--- src/rtl/fetch_sequencer.sv ---
`timescale 1ns/1ps
// fetch_sequencer
// Sequences the pixel-fetch datapath for one blade position. Each new blade
// position starts a sweep over every LED index and, for each LED, every fetch
// subcycle. After the sweep, a short drain lets the fetch pipeline flush. The
// block then waits for the LED shift register to go idle before it accepts
// the next sweep. It also arbitrates the single image RAM port between the
// fetch datapath (while fetching) and the image-loader write path (otherwise).
//
// Ports:
//   clk, rst_n        system clock, asynchronous active-low reset
//   new_position      one-cycle pulse, blade reached position_in
//   position_in       blade position sampled with new_position
//   shift_busy        LED shift register still shifting
//   fetch_ram_addr    RAM address from the fetch datapath
//   wr_req            loader write request, held until wr_ack
//   wr_addr/wr_wdata  loader write address and data
//   position          position currently being fetched
//   led/led_subcycle  current LED index and subcycle within that LED
//   fetch_active      high while sweeping or draining
//   missed_position   pulse, a pending position was overwritten
//   wr_ack            pulse, loader write performed this cycle
//   ram_addr/ram_wdata/ram_we  shared image RAM port
module fetch_sequencer #(
    parameter int NB_LEDS      = 128,
    parameter int NB_SUBCYCLES = 12,
    parameter int DRAIN_CYCLES = 3
) (
    input  logic        clk,
    input  logic        rst_n,
    input  logic        new_position,
    input  logic [9:0]  position_in,
    input  logic        shift_busy,
    input  logic [18:0] fetch_ram_addr,
    input  logic        wr_req,
    input  logic [18:0] wr_addr,
    input  logic [7:0]  wr_wdata,
    output logic [9:0]  position,
    output logic [6:0]  led,
    output logic [3:0]  led_subcycle,
    output logic        fetch_active,
    output logic        missed_position,
    output logic        wr_ack,
    output logic [18:0] ram_addr,
    output logic [7:0]  ram_wdata,
    output logic        ram_we
);

    localparam int DRAIN_W = (DRAIN_CYCLES > 1) ? $clog2(DRAIN_CYCLES) : 1;

    localparam logic [6:0]         LED_LAST   = 7'(NB_LEDS - 1);
    localparam logic [3:0]         SUB_LAST   = 4'(NB_SUBCYCLES - 1);
    localparam logic [DRAIN_W-1:0] DRAIN_LAST = DRAIN_W'(DRAIN_CYCLES - 1);

    typedef enum logic [1:0] {
        IDLE,
        SWEEP,
        DRAIN,
        WAIT_SHIFT
    } state_t;

    state_t             state;
    logic               pending;
    logic [9:0]         pending_pos;
    logic [DRAIN_W-1:0] drain_cnt;
    logic [18:0]        wr_addr_q;
    logic               sweep_start;
    logic               write_grant;

    // A sweep starts from IDLE on a fresh pulse or on a position that arrived
    // while the previous sweep was still busy.
    assign sweep_start = (state == IDLE) && (new_position || pending);

    // Loader writes only use the RAM while the fetch path is not running. A
    // sweep start wins the cycle, and the wr_ack term stops a held request
    // from being granted twice. A write granted in WAIT_SHIFT completes in
    // the following IDLE cycle, so it always finishes before a sweep can
    // take the address bus.
    assign write_grant = ((state == IDLE) || (state == WAIT_SHIFT)) &&
                         wr_req && !wr_ack && !sweep_start;

    // The fetch address passes through combinationally because the datapath
    // computes it in the same cycle it expects the read.
    assign ram_addr = fetch_active ? fetch_ram_addr : wr_addr_q;

    always_ff @(posedge clk or negedge rst_n) begin
        if (!rst_n) begin
            state           <= IDLE;
            pending         <= 1'b0;
            pending_pos     <= '0;
            drain_cnt       <= '0;
            wr_addr_q       <= '0;
            position        <= '0;
            led             <= '0;
            led_subcycle    <= '0;
            fetch_active    <= 1'b0;
            missed_position <= 1'b0;
            wr_ack          <= 1'b0;
            ram_wdata       <= '0;
            ram_we          <= 1'b0;
        end else begin
            // Any new pulse that arrives while a position is still pending
            // drops that position, both when busy and in IDLE.
            missed_position <= new_position && pending;

            wr_ack <= write_grant;
            ram_we <= write_grant;
            if (write_grant) begin
                wr_addr_q <= wr_addr;
                ram_wdata <= wr_wdata;
            end

            // A pulse that cannot start a sweep right now is queued. Only the
            // most recent one is kept.
            if (new_position && !sweep_start) begin
                pending     <= 1'b1;
                pending_pos <= position_in;
            end

            case (state)
                IDLE: begin
                    if (sweep_start) begin
                        state        <= SWEEP;
                        position     <= new_position ? position_in : pending_pos;
                        pending      <= 1'b0;
                        led          <= '0;
                        led_subcycle <= '0;
                        fetch_active <= 1'b1;
                    end
                end
                SWEEP: begin
                    if (led_subcycle == SUB_LAST) begin
                        if (led == LED_LAST) begin
                            state     <= DRAIN;
                            drain_cnt <= '0;
                        end else begin
                            led          <= led + 7'd1;
                            led_subcycle <= '0;
                        end
                    end else begin
                        led_subcycle <= led_subcycle + 4'd1;
                    end
                end
                DRAIN: begin
                    if (drain_cnt == DRAIN_LAST) begin
                        state        <= WAIT_SHIFT;
                        fetch_active <= 1'b0;
                    end else begin
                        drain_cnt <= drain_cnt + DRAIN_W'(1);
                    end
                end
                WAIT_SHIFT: begin
                    if (!shift_busy) begin
                        state <= IDLE;
                    end
                end
                default: begin
                    state <= IDLE;
                end
            endcase
        end
    end

endmodule

--- config.mk ---
export PLATFORM = sky130hd
export DESIGN_NAME = fetch_sequencer
export DESIGN_NICKNAME = d
export VERILOG_FILES = /design/src/rtl/fetch_sequencer.sv
export SDC_FILE = /design/constraint.sdc
export NUM_CORES = 1
export LEC_CHECK = 0
export CORE_ASPECT_RATIO = 1.25
export CORE_UTILIZATION = 45
export CTS_CLUSTER_DIAMETER = 30
export DETAILED_ROUTE_END_ITERATION = 7
export HOLD_SLACK_MARGIN = 0.05
export MAX_ROUTING_LAYER = met4
export PLACE_DENSITY = 0.82
export SYNTH_ARGS = -nofsm -noshare
export SYNTH_HDL_FRONTEND = slang
export SYNTH_SLANG_ARGS = --single-unit
--- constraint.sdc ---
create_clock -name clk -period 2.2 [get_ports clk]
set_input_delay 0.33 -clock clk [delete_from_list [all_inputs] [get_ports clk]]
set_output_delay 0.33 -clock clk [all_outputs]
set_load 0.01 [all_outputs]
# Yosys cells after proc, flatten, opt, wreduce, memory -nomap -nowiden
# Index checks and enable logic that the tools add are counted.
# classes
addsub	3
reduce_logical	20
eq_ne	14
n_mux	26
# ops
operator	n
two-way mux 7 bit	3
two-way mux 19 bit	1
two-way mux 2 bit	8
!= test 2 bit (second input constant)	7
case mux 7 bit (2 select lines)	1
two-way mux 4 bit	3
two-way mux 10 bit	1
case mux 2 bit (4 select lines)	1
case mux 4 bit (2 select lines)	1
AND reduction 4 bit	2
adder 7 x 1 -> 7 bit (second input constant)	1
== test 7 bit (second input constant)	1
== test 2 bit (second input constant)	3
logical AND 1 bit	6
AND reduction 3 bit	2
nonzero test 2 bit	3
two-way mux 1 bit	5
AND reduction 5 bit	1
adder 4 x 1 -> 4 bit (second input constant)	1
== test 4 bit (second input constant)	1
case mux 2 bit (2 select lines)	1
!= test 3 bit (second input constant)	1
adder 2 x 1 -> 2 bit (second input constant)	1
== test 2 x 1 -> 1 bit (second input constant)	1
5 further kinds	7
# totals
input_bits	61
word_cells	75
ff_bits	66
output_inout_bits	52

# Logic depth before layout (Yosys ltp)
# logic_depth
word_depth	7
ltp_mapped	6

# Least setup slack after synthesis
# No wires, ideal clock.
# synth_path
path_kind	register -> register
startpoint	register led_subcycle[0]
endpoint	register state[1]
path_stages_with_launch	6
arrival_time_ps	1708
path_buffers	0
path_slack_ps	367
required_ps	2075
synth_period_minus_slack_ps	1833
path_cell_list	dfrtp_1 -> ha_1 -> nand3b_4 -> o31ai_1 -> and4_4 -> mux2_2
# synth_between
elab_chain_len	3
# synth_lines
item	line_no	text
start: declaration	40	output logic [3:0] led_subcycle,
start signal: assignment	141	led_subcycle <= led_subcycle + 4'd1;
== test 4 bit	132	if (led_subcycle == SUB_LAST) begin
!= test 2 bit (no line)	-	
AND reduction 5 bit (no line)	-	
end signal: assignment	134	state <= DRAIN;
end signal: assignment	146	state <= WAIT_SHIFT;
end signal: assignment	154	state <= IDLE;
end: declaration	62	state_t state;
# Every way passes these cells.
# A chain may end at the register's enable or synchronous reset.

# Final worst setup path
# layout_path
startpoint	register fetch_active
endpoint	output ram_addr[3]
# layout_between
elab_chain_len	1
# layout_lines
item	line_no	text
start: declaration	41	output logic fetch_active,
start signal: assignment	96	fetch_active <= 1'b0;
start signal: assignment	128	fetch_active <= 1'b1;
start signal: assignment	147	fetch_active <= 1'b0;
two-way mux 19 bit	84	assign ram_addr = fetch_active ? fetch_ram_addr : wr_addr_q;
end: declaration	44	output logic [18:0] ram_addr,
# Every way passes these cells.

==> run_results.csv <==
group,metric,value,unit
clock_network,cts_buffer_depth,2,
yosys,yosys.area_share.simple,8.93,%
worst_setup_path,path_depth,3,
worst_setup_path,cp.arrival,1770,ps
worst_setup_path,critPathRequiredTime,1870,ps
yosys,synth-compound-area-share,8.89,%
yosys,synth_edf_count,0,
global_route,grt_max_degree,29,
drt,wl,7390,um
global_route,grt_pass1_wl,11600,um
drt,remaining_drc_errors,0,
yosys,synth_warnings,0,
clock_network,cts_buffers,9,
yosys,synth_cell_types,44,
worst_setup_path,critPathMaxStageDelay,490,ps
global_route,grt_pass1_vias,2452,
worst_setup_path,cpMaxStageDelayCell,"clkdlybuf4s50_1",
timing,worst_clock_skew,9.69,ps
worst_setup_path,crit_type,"reg -> out",
drt,dr_total_vias,2445,
power_and_ir_drop,powerDensity,525,nW/um^2
yosys,synth_fp_nets,326,
yosys,syn_inst,257,
floorplanning,die_area,7410,sq um
global_route,grtUsageTotal,21.2,%
layout,layout.nets,445,
yosys,syn_area_per_cell,12.4,sq um
worst_setup_path,path_max_fanout,20,
clock_network,cts.reportedPaths.clkPinSlew,70,ps
worst_setup_path,path_cells,"buf_6 > mux2_2 > clkdlybuf4s50_1",
timing,tightest_slew,546,ps
layout,drive_gt1_share,23.1,%
timing,period_minus_slack,2100,ps
yosys,synth-xor-area-share,0.275,%
clock_network,clock_latency,330,ps
floorplanning,initial_core_util,47.5,%
yosys,synth.area.top_cells,"dfrtp_1, mux2_2, mux2i_1",
yosys,synthAdderAreaFrac,3.15,%
power_and_ir_drop,peakVddDrop,0.000386,V
drt,drt_pass1_iterations,4,
worst_setup_path,startpoint_type,"flop",
yosys,synth_commonest_cells,"dfrtp_1, mux2_2, nand2_1",
yosys,synth_most_common_cell,"dfrtp_1",
drt,wl_met2,3950,um
drt,via_per_inst,5.22,
timing,period_share,95.5,%
worst_setup_path,crit_buf_inv,2,
layout,area_growth,45.1,%
placed_design,gp_congestion,0.837,
drt,wl_met1,3010,um
floorplanning,dieWidth,77.2,um
flow_run,maxCapViolCount,0,
power_and_ir_drop,leakage,2.10,nW
placed_design,dp_cells,451,
timing,tns,0,ps
clock_network,clock-root-buffer,"clkbuf_8",
timing,drv_slew,0,
drt,wl_met3,257,um
status,outcome,"finished clean",
global_route,overflow,0,
layout,finalNonFillerCells,468,
yosys,synthArstFlopShare,100,%
yosys,synth_top_cell_by_area,"dfrtp_1",
timing,fmaxAchievable,0.476,GHz
layout,n_antenna_cell,0,
yosys,synth_ff_type,"dfrtp_1",
floorplanning,ios,113,
min_path,worstHoldPathCells,2,
yosys,syn-cell-area,3180,sq um
min_path,hold_path.class,"reg -> reg",
clock_network,htree_levels,3,
drt,first_iter_violations,133,
yosys,ys_ff_latch,66,
yosys,synth_top_family_by_area,"multiplexers",
yosys,yosysTopAreaCellShare,51.9,%
clock_network,numClockSinks,66,
floorplanning,die_h,96.0,um
yosys,seq_area_frac_synth,51.9,%
timing,hold_violations,0,
worst_setup_path,reg2reg_depth,6,
worst_setup_path,path_delay_family,"buffers and inverters",
drt,top_layer_used,"met4",
floorplanning,core,6690,sq um
drt,drt-wirelength-per-cell,15.8,um
yosys,synthMuxAreaShare,24.0,%
floorplanning,num_rows,33,
timing,rsz0062_at_grt,"false",
timing,finalSetupViolations,0,
placed_design,port_buffers,112,
placed_design,dp_hpwl,5540,um
worst_setup_path,critPathCaptureType,"output port",
drt,postRouteAntennaNets,0,
clock_network,cts_tree,"built",
global_route,antenna_found_initial,0,
clock_network,post_cts_buffers,0,
timing,relSlewSlack,63.6,%
-- placed cells by master (no fill, tap or decap), types with 5 or more instances in the layout --
master	count
clkdlybuf4s50_1	111
buf_4	6
mux2_2	58
clkbuf_8	12
nand2_1	20
mux2i_1	11
dfrtp_1	66
nand3_1	5
nor2_1	10
ha_1	8
o21ai_0	14
inv_1	8
-- what timing repair did --
action	CTS	global route
hold buffers	1	0
resized for setup	0	1
setup endpoints to repair	0	19
hold endpoints to repair	20	0
-- layer usage --
metal	vias up	track usage (%)
met4	0	9.59
met3	14	3.98
li1	1163	-
met2	68	36.0
met1	1200	24.7
met5	-	-
-- cells by family (layout without fill, tap and decap cells) --
kind of cell	count (synthesis)	in the layout
multiplexers	69	69
XOR/XNOR	1	1
adder cells (fa/ha/maj)	8	8
flip-flops	66	66
AND/OR/NAND/NOR	52	52
buffers and inverters	21	145
AO/OA/AOI/OAI	40	40
-- final timing paths --
| check | from | end | slack [ps] |
|---|---|---|---|
| setup / recovery | fetch_active | ram_addr[3] | 100 |
| max in group asynchronous | rst_n | position[9] | 1020 |
| setup reg to reg | state[1] | led[4] | 200 |
| min in group asynchronous | rst_n | led[6] | 510 |
| hold / removal | position[7] | position[7] | 490 |
| hold reg to reg | position[7] | position[7] | 490 |
-- cell type report --
| class | count | area [sq um] |
|---|---|---|
| clock buffers | 14 | 173 |
| clock inverters | 2 | 10.0 |
| fillers | 523 | 2070 |
| inverters | 8 | 30.0 |
| multi-input cells | 170 | 1440 |
| flip-flops and latches | 66 | 1650 |
| well taps | 87 | 109 |
| repair buffers | 121 | 1200 |
-- registers in the layout, summed over array words and instances, names as in the netlist --
register         cells
drain_cnt            2
fetch_active         1
led                  7
led_subcycle         4
missed_position      1
pending              1
pending_pos         10
position            10
ram_wdata            8
ram_we               1
state                2
wr_addr_q           19
-- report_power, final --
| group | total, mW | leakage (nW) | internal [mW] | switching, mW |
|---|---|---|---|---|
| Combinational | 0.253 | 1.13 | 0.170 | 0.0830 |
| Sequential | 1.24 | 0.872 | 1.23 | 0.00949 |
| Clock | 0.927 | 0.0965 | 0.499 | 0.428 |
-- worst register-to-register path, delay by kind of cell (launching register included) --
family	cells	cell delay, ps
flops	1	420
buf+inv	1	130
compound gates	1	320
simple gates	3	670
fa+ha+maj	1	340
-- stage by stage --
stage	total power [mW]	hold slack, ps	utilization (%)	setup slack, ps	instance area [sq um]
6_report	2.42	487	69.0	98.6	4610
5_1_grt	2.52	526	69.0	38.6	4610
4_1_cts	2.45	489	68.9	21.6	4610
3_5_place_dp	1.52	355	66.0	227	4420
3_3_place_gp	1.51	337	66.0	257	4420
2_1_floorplan	1.33	34.4	-	367	3180
No activity file was read; power rests on OpenSTA's default activity.
